### config.mk
export PLATFORM = sky130hd
export DESIGN_NAME = i2s_clock_gen
export DESIGN_NICKNAME = d
export VERILOG_FILES = /design/src/rtl/i2s_clock_gen.sv
export SDC_FILE = /design/constraint.sdc
export NUM_CORES = 1
export LEC_CHECK = 0
export CAP_MARGIN = 20
export CORE_ASPECT_RATIO = 0.5
export CORE_MARGIN = 3
export CORE_UTILIZATION = 40
export DETAILED_ROUTE_END_ITERATION = 10
export SKIP_CTS_REPAIR_TIMING = 1
export SYNTH_ARGS = -nofsm -noshare
export SYNTH_HDL_FRONTEND = slang
export SYNTH_SLANG_ARGS = --single-unit
export TNS_END_PERCENT = 1
### constraint.sdc
create_clock -name mclk -period 4.6 [get_ports mclk]
set_input_delay 1.15 -clock mclk [delete_from_list [all_inputs] [get_ports mclk]]
set_output_delay 1.15 -clock mclk [all_outputs]
set_load 0.005 [all_outputs]
### src/rtl/i2s_clock_gen.sv
// I2S / DSP-mode bit and frame clock generator driven from a single master clock.
// Divider and format settings are captured per frame so mid-frame input changes never glitch the bus.
module i2s_clock_gen #(
    parameter int SLOT_BITS = 32,
    parameter int DIV_W     = 4
) (
    input  logic                              mclk,
    input  logic                              rst,
    input  logic                              en,
    input  logic [DIV_W-1:0]                  half_div,
    input  logic                              dsp_mode,
    output logic                              sclk,
    output logic                              lrclk,
    output logic                              fall_stb,
    output logic                              rise_stb,
    output logic                              frame_stb,
    output logic [$clog2(2*SLOT_BITS)-1:0]    bit_idx,
    output logic                              running
);

    localparam int BW = $clog2(2*SLOT_BITS);
    localparam logic [BW-1:0] LAST = BW'(2*SLOT_BITS-1);
    localparam logic [BW-1:0] SLOT = BW'(SLOT_BITS);

    typedef enum logic [1:0] {IDLE, RUN, DRAIN} state_t;

    state_t             state, state_n;
    logic [DIV_W-1:0]   cnt, cnt_n;
    logic [DIV_W-1:0]   d_sh, d_n;
    logic               dsp_sh, dsp_n;
    logic               sclk_n, lr_n, fall_n, rise_n, frame_n;
    logic [BW-1:0]      bit_n;

    assign running = (state != IDLE);

    always_ff @(posedge mclk or posedge rst) begin
        if (rst) begin
            state     <= IDLE;
            cnt       <= '0;
            d_sh      <= '0;
            dsp_sh    <= 1'b0;
            sclk      <= 1'b0;
            lrclk     <= 1'b0;
            fall_stb  <= 1'b0;
            rise_stb  <= 1'b0;
            frame_stb <= 1'b0;
            bit_idx   <= '0;
        end else begin
            state     <= state_n;
            cnt       <= cnt_n;
            d_sh      <= d_n;
            dsp_sh    <= dsp_n;
            sclk      <= sclk_n;
            lrclk     <= lr_n;
            fall_stb  <= fall_n;
            rise_stb  <= rise_n;
            frame_stb <= frame_n;
            bit_idx   <= bit_n;
        end
    end

    always_comb begin
        state_n = state;
        cnt_n   = cnt;
        d_n     = d_sh;
        dsp_n   = dsp_sh;
        sclk_n  = sclk;
        lr_n    = lrclk;
        fall_n  = 1'b0;
        rise_n  = 1'b0;
        frame_n = 1'b0;
        bit_n   = bit_idx;
        case (state)
            IDLE: begin
                if (en) begin
                    state_n = RUN;
                    d_n     = half_div;
                    dsp_n   = dsp_mode;
                    cnt_n   = '0;
                    bit_n   = '0;
                    sclk_n  = 1'b0;
                    lr_n    = dsp_mode;
                    frame_n = 1'b1;
                end
            end
            default: begin
                state_n = en ? RUN : DRAIN;
                if (cnt == d_sh) begin
                    cnt_n  = '0;
                    sclk_n = ~sclk;
                    if (sclk) begin
                        if (bit_idx == LAST) begin
                            // Frame boundary: either stop cleanly or start the next frame with fresh settings.
                            if (state == DRAIN && !en) begin
                                state_n = IDLE;
                                sclk_n  = 1'b0;
                                lr_n    = 1'b0;
                                bit_n   = '0;
                            end else begin
                                fall_n  = 1'b1;
                                bit_n   = '0;
                                frame_n = 1'b1;
                                d_n     = half_div;
                                dsp_n   = dsp_mode;
                                lr_n    = dsp_mode;
                            end
                        end else begin
                            fall_n = 1'b1;
                            bit_n  = bit_idx + 1'b1;
                            lr_n   = dsp_sh ? 1'b0 : (bit_n >= SLOT);
                        end
                    end else begin
                        rise_n = 1'b1;
                    end
                end else begin
                    cnt_n = cnt + 1'b1;
                end
            end
        endcase
    end

endmodule

==> out/metrics.cfg <==
[yosys]
yosys_warnings = 0
syn-num-nets = 105
syn_avg_cell_area_um2 = 11.3
synth_top_area_share_pct = 51.4
synth_area_um2 = 1070
synth_enable_flop_cells = 0
yosysSeqAreaShare_pct = 51.4
synthArstFlopShare_pct = 100
ys_seq_elements = 22
ys.flop_type = dfrtp_1
ys_types = 30
syn_inst = 95
synth_area_leader_cell = dfrtp_1
synth.area.top_cells = dfrtp_1, mux2_4, o21ai_0

[sta]
finalHoldViolCount = 0
slew-limit-headroom_pct = 44.4
period_share_pct = 60.8
finalSetupViolations = 0
fmax_mhz = 357
tns_ns = 0
rsz0062_at_grt = false
min_period_ns = 2.80
timing.hold.ws_ns = 0.537
worstMarginPinSlew_ns = 0.833
drv_slew = 0
finClkSkew_ns = 0.00340

[layout]
syn_to_final_growth_pct = 27.1
final_common_cell = dfrtp_1
mostFrequentLayoutCells = dfrtp_1, clkdlybuf4s50_1, o21ai_0
n_antenna_cell = 0
fin_util_pct = 57.4
drive_above_1_share_pct = 13.8
instances_no_fill = 151
layout.nets = 127
fillCellCount = 212

[clock_tree]
cts_tree = done
ctsRootBufferMaster = clkbuf_8
cts_sinks = 22
insertion_delay_ns = 0.26
path_clk_slew_ns = 0.08
clk_path_buf_depth = 2
cts_made_buffers = 3
cts-htree-levels = 1

[global_routing]
antenna_found_initial = 0
grt_overflow = 0
grt_pass1_vias = 759
grt_max_degree = 23
grt_pass1_wl_mm = 3.74
grt_use_total_pct = 14.4

[worst_setup_path]
crit_fanout = 9
cp_cell_sequence = nor2_2 > inv_1 > clkdlybuf4s50_1
cp_slowest_stage_delay_ns = 0.48
worst_setup_path_start_kind = flop
cp_slowest_cell = clkdlybuf4s50_1
path_class = flop to primary output
end_kind = primary output
crit_arrival_ns = 1.65
required_ns = 3.45

[drt]
firstDrtPassIters = 4
remaining_drc_errors = 0
finalWirelength_mm = 2.24
avgViaCountPerCell = 5.28
drt.antenna.violating_nets = 0
avgRoutedWirePerCell_um = 14.9
drt_iter0_markers = 53
vias = 797

[place]
port_buffers = 19
dp_hpwl_mm = 1.66
place.gp.congestion = 0.814
dp_cells = 147

[power]
p_leak_nw = 0.618
ir_worst_vdd_v = 0.000168
p_per_area_nw_per_um2 = 437
p_total_uw = 595

[die]
core_area_um2 = 2370
ios = 20
start_util_pct = 45.1
die_area_um2 = 3370
rows = 12
die_h_um = 42.6
die_x_um = 79.2

[job]
maxCapViolCount = 0

[hold_path]
worstHoldPathType = flop to flop

[run_status]
status = finished, final reports clean

state kept, by name, indices dropped and copies added, names as in the netlist:
name and flops:
rise_stb 1, dsp_sh 1, fall_stb 1, bit_idx 6, state 2, sclk 1, lrclk 1, frame_stb 1
cnt 4, d_sh 4
report_power, final:
| part | internal, mW | switching (mW) |
|---|---|---|
| registers | 0.228 | 0.0384 |
| clock network | 0.116 | 0.0650 |
| logic | 0.0790 | 0.0680 |
| total | 0.423 | 0.171 |
synth_stat cells, types with 2 or more instances:
cell and number:
a21oi_1 5, a22o_1 3, a31oi_1 3, dfrtp_1 22
ha_1 2, inv_1 6, mux2_4 5, nand2_1 6
nand3_1 5, nor2_1 6, o21ai_0 9, o41ai_1 2
xor2_1 4
cells by family after synthesis:
| logic type | count (synthesis) | synth area share, % |
|---|---|---|
| compound gates | 28 | 17.4 |
| xor+xnor | 5 | 4.09 |
| fa+ha+maj | 2 | 2.34 |
| buf+inv | 8 | 3.50 |
| flops | 22 | 51.4 |
| mux | 7 | 9.00 |
| simple gates | 23 | 12.3 |
path summary, 6_finish.rpt:
kind | slack (ns) | startpoint | to | cells past startpoint
max reg2reg | 2.41 | cnt[3] | d_sh[1] | 5
min in group asynchronous | 1.35 | rst | d_sh[2] | 2
max in group asynchronous | 2.74 | rst | bit_idx[4] | 2
min | 0.54 | dsp_sh | dsp_sh | 1
min reg2reg | 0.54 | dsp_sh | dsp_sh | 1
max | 1.80 | state[0] | running | 3
routing by layer:
metal	vias up	share of wire, %	global-route usage (%)	wire length (µm)
met4	0	0.49	4.45	11
met1	385	51	20.6	1140
li1	392	-	-	-
met5	-	0	0	0
met3	2	5.0	5.15	113
met2	18	44	20.2	978
through the flow:
step | setup WS (ns) | cell area [µm²]
finish | 1.80 | 1360
global route | 1.69 | 1360
CTS | 1.82 | 1360
detailed placement | 1.86 | 1290
global placement | 1.98 | 1290
floorplan | 2.65 | 1070
worst max-delay path: cells and delay by family (launching register included):
family                 cells  cell delay [ns]
buffers and inverters      2             0.66
flip-flops                 1             0.41
AND/OR/NAND/NOR            1             0.31
area by class of cell:
cell class	instances	area, µm²	share of cell area [%]
Clock inverter	1	30.0	2.21
Sequential cell	22	551	40.4
Timing Repair Buffer	19	190	14.0
Inverter	6	22.5	1.65
Multi-Input combinational cell	65	483	35.5
Tap cell	35	43.8	3.22
Clock buffer	3	41.3	3.03
(Power assumes the default switching activity.)
